$ cat src/rtl/dingshi_sched.sv
// dingshi_sched: round-robin arbiter lending one shared countdown timer to N_REQ requesters
module dingshi_sched #(
  parameter int N_REQ  = 4,
  parameter int RW     = 4,
  parameter int WD_MAX = 255
) (
  input  logic                  clk,
  input  logic                  rst,
  input  logic [N_REQ-1:0]      i_req,
  input  logic [N_REQ*RW-1:0]   i_reps,
  input  logic                  i_tmr_expired,
  output logic                  o_tmr_open,
  output logic [N_REQ-1:0]      o_gnt,
  output logic [N_REQ-1:0]      o_done,
  output logic                  o_aborted,
  output logic                  o_busy,
  output logic                  o_fault
);
  localparam int IW  = (N_REQ > 1) ? $clog2(N_REQ) : 1;
  localparam int IW1 = IW + 1;
  localparam logic [7:0] WD_LAST = 8'(WD_MAX - 1);
  typedef enum logic [1:0] {IDLE, RUN, RELOAD, DONE} state_t;
  state_t r_state, w_state_nx;
  logic [N_REQ-1:0] r_gnt, w_gnt_nx, r_done, w_done_nx;
  logic [IW-1:0] r_ptr, w_ptr_nx, r_own, w_own_nx, w_off, w_pick, w_own_inc;
  logic [IW1-1:0] w_sum;
  logic [RW-1:0] r_rep, w_rep_nx, w_slice;
  logic [7:0] r_wd, w_wd_nx;
  logic r_open, w_open_nx, r_abort, w_abort_nx, r_busy, w_busy_nx, r_fault, w_fault_nx;
  logic [2*N_REQ-1:0] w_dbl;
  logic [N_REQ-1:0] w_rot;
  logic w_own_req;
  assign w_dbl     = {i_req, i_req} >> r_ptr;
  assign w_rot     = w_dbl[N_REQ-1:0];
  assign w_sum     = {1'b0, r_ptr} + {1'b0, w_off};
  assign w_pick    = (w_sum >= IW1'(N_REQ)) ? IW'(w_sum - IW1'(N_REQ)) : IW'(w_sum);
  assign w_own_inc = (r_own == IW'(N_REQ - 1)) ? '0 : r_own + 1'b1;
  assign w_own_req = |(i_req & r_gnt);
  // first requester at or after the round-robin pointer, and its repeat count
  always_comb begin
    w_off   = '0;
    w_slice = '0;
    for (int k = N_REQ - 1; k >= 0; k--) w_off = w_rot[k] ? IW'(k) : w_off;
    for (int k = 0; k < N_REQ; k++) w_slice = (IW'(k) == w_pick) ? i_reps[k*RW +: RW] : w_slice;
  end
  // next state and next registered outputs; abort outranks expiry, expiry outranks watchdog
  always_comb begin
    w_state_nx = r_state;
    w_gnt_nx   = r_gnt;
    w_own_nx   = r_own;
    w_ptr_nx   = r_ptr;
    w_rep_nx   = r_rep;
    w_wd_nx    = r_wd;
    w_open_nx  = 1'b0;
    w_done_nx  = '0;
    w_abort_nx = 1'b0;
    w_fault_nx = r_fault;
    case (r_state)
      IDLE: if (|i_req) begin
        w_state_nx = RUN;
        w_gnt_nx   = N_REQ'(1) << w_pick;
        w_own_nx   = w_pick;
        w_rep_nx   = (w_slice == '0) ? RW'(1) : w_slice;
        w_wd_nx    = '0;
        w_open_nx  = 1'b1;
      end
      RUN, RELOAD: if (!w_own_req) begin
        w_state_nx = IDLE;
        w_gnt_nx   = '0;
        w_abort_nx = 1'b1;
        w_ptr_nx   = w_own_inc;
      end else if (r_state == RELOAD) begin
        w_state_nx = RUN;
        w_wd_nx    = '0;
        w_open_nx  = 1'b1;
      end else if (i_tmr_expired && r_rep <= RW'(1)) begin
        w_state_nx = DONE;
        w_gnt_nx   = '0;
        w_done_nx  = r_gnt;
        w_ptr_nx   = w_own_inc;
      end else if (i_tmr_expired) begin
        w_state_nx = RELOAD;
        w_rep_nx   = r_rep - 1'b1;
      end else if (r_wd == WD_LAST) begin
        w_state_nx = IDLE;
        w_gnt_nx   = '0;
        w_fault_nx = 1'b1;
      end else begin
        w_wd_nx    = r_wd + 1'b1;
        w_open_nx  = 1'b1;
      end
      default: w_state_nx = IDLE;
    endcase
    w_busy_nx = (w_state_nx == RUN) || (w_state_nx == RELOAD);
  end
  // state register
  always_ff @(posedge clk or negedge rst)
    if (!rst) r_state <= IDLE;
    else r_state <= w_state_nx;
  // datapath and output registers
  always_ff @(posedge clk or negedge rst)
    if (!rst) begin
      r_gnt   <= '0;
      r_done  <= '0;
      r_own   <= '0;
      r_ptr   <= '0;
      r_rep   <= '0;
      r_wd    <= '0;
      r_open  <= 1'b0;
      r_abort <= 1'b0;
      r_busy  <= 1'b0;
      r_fault <= 1'b0;
    end else begin
      r_gnt   <= w_gnt_nx;
      r_done  <= w_done_nx;
      r_own   <= w_own_nx;
      r_ptr   <= w_ptr_nx;
      r_rep   <= w_rep_nx;
      r_wd    <= w_wd_nx;
      r_open  <= w_open_nx;
      r_abort <= w_abort_nx;
      r_busy  <= w_busy_nx;
      r_fault <= w_fault_nx;
    end
  assign o_tmr_open = r_open;
  assign o_gnt      = r_gnt;
  assign o_done     = r_done;
  assign o_aborted  = r_abort;
  assign o_busy     = r_busy;
  assign o_fault    = r_fault;
endmodule

$ cat config.mk
export PLATFORM = sky130hd
export DESIGN_NAME = dingshi_sched
export DESIGN_NICKNAME = d
export VERILOG_FILES = /design/src/rtl/dingshi_sched.sv
export SDC_FILE = /design/constraint.sdc
export NUM_CORES = 1
export LEC_CHECK = 0
export CAP_MARGIN = 10
export CORE_ASPECT_RATIO = 1.75
export CORE_MARGIN = 1
export CORE_UTILIZATION = 40
export CTS_BUF_LIST = sky130_fd_sc_hd__clkbuf_4 sky130_fd_sc_hd__clkbuf_8
export CTS_CLUSTER_DIAMETER = 30
export CTS_CLUSTER_SIZE = 30
export DETAILED_ROUTE_END_ITERATION = 10
export SLEW_MARGIN = 0
export SYNTH_ARGS = -nofsm -noshare
export SYNTH_HDL_FRONTEND = slang
export SYNTH_SLANG_ARGS = --single-unit
export TNS_END_PERCENT = 30
$ cat constraint.sdc
create_clock -name clk -period 6 [get_ports clk]
set_clock_uncertainty 0.1 [all_clocks]
set_input_delay 1.8 -clock clk [delete_from_list [all_inputs] [get_ports clk]]
set_output_delay 1.8 -clock clk [all_outputs]
set_load 0.005 [all_outputs]
==> results of run 1 <==
## per-layer routing
metal | wire, um | share of wire [%] | GRT usage [%] | up-vias
li1 | - | - | - | 846
met2 | 2700 | 58 | 38.5 | 20
met4 | 58 | 1.3 | 7.26 | 0
met3 | 134 | 2.9 | 3.88 | 5
met1 | 1730 | 37 | 22.9 | 821
met5 | 0 | 0 | 0 | -
## final cells by class
cell class	instances	area, um^2
Timing Repair Buffer	35	348
Fill cell	447	2270
Sequential cell	30	751
Tap cell	52	65.1
Clock buffer	6	82.6
Multi-Input combinational cell	165	1100
Inverter	10	37.5
Clock inverter	2	12.5
## kinds of logic (layout without fill, tap and decap cells)
family | after synthesis | after routing | share of synthesized area [%]
AO/OA/AOI/OAI | 57 | 57 | 21.1
XOR/XNOR | 8 | 8 | 3.61
adder cells (fa/ha/maj) | 9 | 9 | 5.80
buffers and inverters | 21 | 53 | 4.57
flip-flops | 30 | 30 | 38.6
multiplexers | 9 | 9 | 4.89
AND/OR/NAND/NOR | 82 | 82 | 21.4
## state kept, by name, summed over array words and instances, names as in the netlist
name and flops:
r_wd 8, o_done 4, o_gnt 4, r_rep 4, r_own 2, r_ptr 2, r_state 2, o_aborted 1
o_busy 1, o_fault 1, o_tmr_open 1
## cell usage in the layout (no fill, tap or decap), types with 3 or more instances in the layout
cell	count
clkdlybuf4s50_1	34
dfrtp_1	30
nor2_1	22
nand2_1	17
a21oi_1	13
inv_1	10
o21ai_0	10
ha_1	9
nand3_1	6
xor2_1	6
o31ai_1	6
clkbuf_8	6
nand2b_1	5
nor3_1	5
mux2i_1	5
nand4_1	5
nor4_1	4
and2_1	4
a22o_1	3
or2_2	3
## stage by stage
stage	instances	setup slack, ps	power (W)
after floorplan	216	2020	0.000785
after global placement	292	1010	0.000943
after detailed placement	292	905	0.000947
after CTS	300	1210	0.00112
after global routing	300	764	0.00122
final	300	1200	0.00111
## worst max-delay path, stage by stage
cell and delay, ps:
clkdlybuf4s50_1 720, inv_1 80, o21ai_0 170, a21oi_1 80
nor3_1 190, a21oi_1 60, ha_1 230, xor2_1 170
nand4_1 170, nand2_1 390, mux2_1 370, a222oi_1 310
o31ai_1 110
## power breakdown
part	total, W	internal, W	switching (W)
Clock	0.000170	0.0000920	0.0000776
Combinational	0.000631	0.000269	0.000362
Sequential	0.000311	0.000262	0.0000491
## worst max path at each step
stage                    end  slack (ps)  depth (start not counted)  startpoint
global route        r_rep[2]         760                         13    i_req[0]
finish              r_rep[2]        1200                         13    i_req[0]
detailed placement  r_rep[2]         910                         13    i_req[0]
global placement    r_rep[2]        1010                         13    i_req[0]
floorplan           r_rep[2]        2020                         13    i_req[1]
CTS                 r_rep[2]        1210                         13    i_req[0]
==> run_results.csv, run 1 <==
group,metric,value,unit
synthesis,synth_area,1940,um^2
setup_path,cp_data_required_time,6050,ps
synthesis,syn_area_per_cell,9.00,um^2
placement,placedInstanceArea,2300,um^2
sta,fin_crit,4800,ps
setup_path,r2r_slack,2880,ps
sta,hold_viol,0,
floorplan,top_level_ports,35,
synthesis,yosysWarnings,0,
clocking,cts_tree,"built",
final_layout,syn_to_final_growth,23.5,%
run_status,status,"finished, final reports clean",
floorplan,dieArea,5150,um^2
sta,rsz0062_at_grt,"false",
final_layout,drive_gt1_share,7.26,%
run,maxCapViolations,0,
clocking,clkTransAtPathRegs,70,ps
floorplan,chipHeight,94.2,um
synthesis,syn_nets,248,
global_route,grt_pass1_wl,7.82,mm
sta,worst_pin_slew,563,ps
global_route,grt-ovfl-total,0,
synthesis,ys_types,49,
placement,dp_hpwl,3.64,mm
synthesis,yosysMostFrequentCell,"dfrtp_1",
placement,port_buffers,34,
sta,tns,0,ps
sta,final-max-slew-violation-count,0,
sta,setup_viol,0,
synthesis,synth-async-reset-ratio,100,%
synthesis,ys_ff_latch,30,
synthesis,ys_seq_area_share,38.6,%
clocking,cts_setup_buffers,0,
final_layout,fin_area,2400,um^2
synthesis,synthTopCellsByArea,"dfrtp_1 39%, ha_1 5.8%, nor2_1 4.2%",
floorplan,num_rows,33,
global_route,grt_max_degree,31,
worst_hold_path,hold_start,"o_fault",
clocking,clock_path_buffers,2,
drt,drt-initial-drc-count,43,
clocking,root_buffer,"clkbuf_8",
sta,whs,384,ps
setup_path,reg2reg_from,"r_ptr[1]",
global_route,grt_antenna_before_repair,0,
drt,drt_first_pass_iters,4,
floorplan,core-area,4670,um^2
floorplan,die_x,54.7,um
setup_path,worstSetupPathType,"primary input to flop",
sta,period_share,79.9,%
placement,place.gp.congestion,0.811,
power,p_per_area,463,nW/um^2
clocking,ctsResizeCount,0,
global_route,grt_usage,21.2,%
worst_hold_path,min_delay_path_depth,1,
sta,fmax,0.208,GHz
final_layout,final_nets,279,
power,ir_worst_vdd,0.270,mV
setup_path,start_kind,"primary input",
synthesis,yosys.area.top_type,"dfrtp_1",
synthesis,synth_common_cells,"30 x dfrtp_1, 22 x nor2_1, 17 x nand2_1, 13 x a21oi_1",
drt,ant_nets,0,
clocking,clk-insertion-delay-late,280,ps
synthesis,synth_edf_count,0,
synthesis,synth-main-ff-cell,"dfrtp_1",
final_layout,num_antenna_cells,0,
floorplan,initial_core_util,41.6,%
global_route,grt_pass1_vias,1716,
synthesis,syn_inst,216,
synthesis,synth_top_area_share,38.6,%
clocking,htreeDepth,2,
sta,max_slew_margin,62.1,%
drt,vias,1692,
drt,drcViolationCount,0,
worst_hold_path,hp-class,"flop to flop",
setup_path,arrival,4850,ps
setup_path,worstPathMaxFanout,11,
drt,vias_per_cell,5.64,
clocking,clock-sinks,30,
clocking,cts_buffers,5,
power,cellLeakagePower,1.02,nW
clocking,cts_hold_buf,0,
setup_path,rr_worst_depth,12,
setup_path,reg2reg_to,"r_rep[2]",
drt,routedWlPerCell,15.4,um
drt,wl,4.62,mm
final_layout,utilization,51.4,%
setup_path,end_kind,"flop",
worst_hold_path,hold_end,"o_fault",
Power figures use the tool's default switching activity.
==> run 2, diff against run 1 <==
Clock period 6 ns to 4.7 ns, I/O delays scaled along.
==> run_results.csv, run 2 (synthesis results as in run 1) <==
group,metric,value,unit
drt,vias_per_cell,5.72,
run_status,status,"finished, final reports clean",
setup_path,path_buf_inv,1,
sta,fin_crit,4090,ps
placement,port_buffers,34,
drt,drt-initial-drc-count,36,
floorplan,core-area,4670,um^2
clocking,htreeDepth,2,
clocking,clock_path_buffers,2,
setup_path,start_kind,"primary input",
setup_path,arrival,4140,ps
power,p_per_area,598,nW/um^2
setup_path,cp_top_family,"compound AO/OA/AOI/OAI gates",
global_route,grtUsageMet2,39.3,%
sta,tns,0,ps
final_layout,final_nets,285,
global_route,grt_max_degree,31,
placement,place.gp.congestion,0.872,
clocking,ctsResizeCount,0,
clocking,clk-insertion-delay-late,280,ps
final_layout,num_antenna_cells,0,
setup_path,worstPathMaxFanout,10,
setup_path,slowest_delay,710,ps
final_layout,syn_to_final_growth,25.8,%
drt,wl,4.81,mm
drt,drcViolationCount,0,
sta,hold_viol,0,
clocking,cts_tree,"built",
power,cellLeakagePower,1.05,nW
global_route,grt_use_met3,3.88,%
floorplan,initial_core_util,41.6,%
final_layout,fin_area,2440,um^2
run,maxCapViolations,0,
global_route,grt_pass1_wl,7.94,mm
setup_path,path_cells,"clkdlybuf4s50_1 > nand2b_1 > a21oi_1 > nor2_1 > a21oi_1 > a21oi_1 > ha_1 > xor2_1 > nand4_1 > nand2_1 > mux2_1 > a222oi_1 > o31ai_1",
placement,placedInstanceArea,2350,um^2
final_layout,final_common_cell,"clkdlybuf4s50_1",
global_route,grt_pass1_vias,1767,
final_layout,largest_register,"r_wd",
power,ir_worst_vdd,0.382,mV
global_route,grt_usage,21.4,%
floorplan,dieArea,5150,um^2
sta,worst_pin_slew,493,ps
floorplan,top_level_ports,35,
drt,routedWlPerCell,15.7,um
clocking,clock-sinks,30,
floorplan,die_x,54.7,um
final_layout,final_cell_mix,"34 x clkdlybuf4s50_1, 30 x dfrtp_1, 22 x nor2_1, 17 x nand2_1, 13 x a21oi_1",
placement,dp_hpwl,3.75,mm
sta,max_slew_margin,66.8,%
sta,setup_viol,0,
clocking,cts_buffers,5,
clocking,clkTransAtPathRegs,70,ps
clocking,cts_hold_buf,0,
final_layout,register_area,751,um^2
worst_hold_path,hp-class,"flop to flop",
final_layout,largest_reg_flops,8,
drt,drt_first_pass_iters,4,
floorplan,num_rows,33,
global_route,grt_antenna_before_repair,0,
sta,whs,389,ps
sta,rsz0062_at_grt,"false",
sta,fmax,0.245,GHz
drt,vias,1749,
setup_path,slowest_stage,"clkdlybuf4s50_1",
global_route,grt-ovfl-total,0,
final_layout,fillers,444,
clocking,cts_setup_buffers,0,
final_layout,multi_input_area,1100,um^2
floorplan,chipHeight,94.2,um
clocking,root_buffer,"clkbuf_8",
sta,period_share,87.0,%
drt,ant_nets,0,
sta,final-max-slew-violation-count,0,
setup_path,cp_data_required_time,4750,ps
setup_path,cp_common_cell,"a21oi_1",
setup_path,end_kind,"flop",
setup_path,worstSetupPathType,"primary input to flop",
global_route,use_met1,22.0,%
final_layout,drive_gt1_share,9.45,%
global_route,gr-max-usage-layer,"met2",
run 2: where the power goes:
group	total, W	switching (W)	internal, W
combinational	0.000849	0.000479	0.000369
clock	0.000217	0.000100	0.000117
sequential	0.000396	0.0000620	0.000334
total	0.00146	0.000641	0.000821
run 2: layer usage:
metal,up-vias,wire length (um)
li1,859,-
met1,858,1850
met2,23,2750
met3,9,112
met4,0,100
met5,-,0
run 2: cell type report:
class                           instances  share of cell area (%)
Multi-Input combinational cell        165                    45.1
Sequential cell                        30                    30.7
Timing Repair Buffer                   41                    16.1
Clock buffer                            6                    3.38
Tap cell                               52                    2.66
Inverter                               10                    1.54
Clock inverter                          2                   0.512
run 2: worst paths after layout:
check / start / endpoint / slack (ps) / cells after the start
setup reg to reg: r_ptr[1] / r_rep[2] / 1870 / 12
hold / removal: r_own[0] / r_ptr[0] / 390 / 1
hold reg to reg: r_own[0] / r_ptr[0] / 390 / 1
setup / recovery: i_req[1] / r_rep[2] / 610 / 13
max in group asynchronous: rst / o_aborted / 2800 / 2
min in group asynchronous: rst / o_gnt[2] / 1420 / 2
run 2: worst reg2reg max path: stages, from the launching register on:
cell and delay, ps:
dfrtp_1 500, nand2b_1 220, a21oi_1 160, nor2_1 50, a21oi_1 100, a21oi_1 80
ha_1 230, xor2_1 200, nand4_1 170, nand2_1 130, mux2_1 330, a222oi_1 320
o31ai_1 120
run 2: metrics by stage:
| stage | total power (W) | util, % | worst slack [ps] | cells |
|---|---|---|---|---|
| floorplan | 0.00100 | - | 1110 | 216 |
| global placement | 0.00124 | 50.4 | 401 | 298 |
| detailed placement | 0.00125 | 50.4 | 374 | 298 |
| CTS | 0.00147 | 52.4 | 654 | 306 |
| global route | 0.00159 | 52.4 | 346 | 306 |
| finish | 0.00146 | 52.4 | 612 | 306 |
==> run 3, diff against run 2 <==
Settings changed: REMOVE_ABC_BUFFERS set to 1.
==> run_results.csv, run 3 (synthesis results as in run 1) <==
group,metric,value,unit
floorplan,num_rows,33,
sta,fmax,0.247,GHz
setup_path,end_kind,"flop",
drt,routedWlPerCell,15.6,um
final_layout,fin_area,2440,um^2
run,maxCapViolations,0,
drt,ant_nets,0,
floorplan,top_level_ports,35,
sta,rsz0062_at_grt,"false",
final_layout,finalNonFillerCells,305,
drt,drcViolationCount,0,
final_layout,largest_reg_flops,8,
final_layout,fillers,451,
clocking,htreeDepth,2,
floorplan,chipHeight,94.2,um
setup_path,cp_data_required_time,4750,ps
clocking,ctsResizeCount,0,
placement,port_buffers,34,
setup_path,slowest_delay,700,ps
clocking,clock_path_buffers,2,
sta,fin_crit,4040,ps
global_route,grt_max_degree,31,
setup_path,cp_top_family,"buffers and inverters",
sta,setup_viol,0,
setup_path,arrival,4100,ps
setup_path,path_buf_inv,2,
sta,tns,0,ps
final_layout,multi_input_area,1100,um^2
floorplan,core-area,4670,um^2
final_layout,final_cell_mix,"34 x clkdlybuf4s50_1, 30 x dfrtp_1, 22 x nor2_1, 17 x nand2_1, 13 x a21oi_1",
floorplan,initial_core_util,41.6,%
clocking,clk-insertion-delay-late,290,ps
placement,placedInstanceArea,2340,um^2
setup_path,cp_common_cell,"a21oi_1",
setup_path,worstSetupPathType,"primary input to flop",
global_route,grt_antenna_before_repair,0,
setup_path,path_cells,"clkdlybuf4s50_1 > nand2b_1 > a21oi_1 > nor2_1 > a21oi_1 > a21oi_1 > ha_1 > xnor2_1 > o31ai_2 > nand2_1 > buf_4 > mux2i_1 > o221ai_1 > a2bb2oi_1",
clocking,root_buffer,"clkbuf_8",
final_layout,final_common_cell,"clkdlybuf4s50_1",
setup_path,start_kind,"primary input",
placement,dp_hpwl,3.65,mm
floorplan,die_x,54.7,um
clocking,clkTransAtPathRegs,70,ps
global_route,grt_pass1_vias,1759,
sta,period_share,86.0,%
final_layout,syn_to_final_growth,25.4,%
drt,vias_per_cell,5.64,
final_layout,num_antenna_cells,0,
drt,vias,1721,
placement,dp.cells,297,
global_route,grt_usage,21.6,%
power,p_per_area,597,nW/um^2
clocking,cts_setup_buffers,0,
power,ir_worst_vdd,0.313,mV
final_layout,largest_register,"r_wd",
drt,wl,4.75,mm
sta,max_slew_margin,63.3,%
global_route,grt-ovfl-total,0,
setup_path,slowest_stage,"clkdlybuf4s50_1",
drt,drt_first_pass_iters,4,
final_layout,register_area,751,um^2
clocking,cts_hold_buf,0,
run_status,status,"finished, final reports clean",
clocking,clock-sinks,30,
final_layout,drive_gt1_share,9.09,%
setup_path,reg2reg_from,"r_ptr[1]",
clocking,cts_buffers,5,
clocking,cts_tree,"built",
sta,hold_viol,0,
placement,place.gp.congestion,0.812,
worst_hold_path,hold_start,"o_fault",
final_layout,final_nets,284,
sta,worst_pin_slew,545,ps
sta,final-max-slew-violation-count,0,
setup_path,crit_start,"i_req[1]",
drt,drt-initial-drc-count,27,
setup_path,worstPathMaxFanout,10,
power,cellLeakagePower,1.05,nW
floorplan,dieArea,5150,um^2
global_route,grt_pass1_wl,7.98,mm
worst_hold_path,hp-class,"flop to flop",
[run 3: changes by cell type in the layout (fill, tap and decap cells not counted)]
cell   previous run  this run
buf_4             7         6
[run 3: area by class of cell]
| cell class | instances | area share (%) |
|---|---|---|
| clock buffers | 6 | 3.39 |
| clock inverters | 2 | 0.513 |
| inverters | 10 | 1.54 |
| multi-input cells | 165 | 45.3 |
| flip-flops and latches | 30 | 30.8 |
| well taps | 52 | 2.67 |
| repair buffers | 40 | 15.8 |
[run 3: final timing paths]
kind | endpoint | slack [ps] | cells past startpoint
min | o_fault | 380 | 1
max reg2reg | r_rep[0] | 1850 | 13
min reg2reg | o_fault | 380 | 1
max | r_rep[0] | 660 | 14
max in group asynchronous | r_rep[1] | 2820 | 2
min in group asynchronous | r_state[0] | 1400 | 2
[run 3: metal layers]
layer	GRT usage [%]	wire [um]	part of all wire, %	vias up
met1	23.0	1890	40	824
li1	-	-	-	854
met4	9.19	112	2.4	0
met5	0	0	0	-
met2	38.5	2600	55	33
met3	4.53	140	3.0	10
[run 3: power breakdown]
part | leakage [nW] | switching, W | internal (W) | total [W]
Clock | 0.0472 | 0.000104 | 0.000118 | 0.000221
Combinational | 0.610 | 0.000471 | 0.000363 | 0.000834
Sequential | 0.389 | 0.0000650 | 0.000334 | 0.000399
Total | 1.05 | 0.000640 | 0.000814 | 0.00145
[run 3: through the flow]
step                utilization (%)  total power, W  setup WS (ps)  hold slack [ps]
global route                   52.2         0.00159            299              425
detailed placement             50.2         0.00124            364              362
floorplan                         -        0.000976           1040              353
global placement               50.2         0.00124            384              372
CTS                            52.2         0.00147            656              386
finish                         52.2         0.00145            656              382
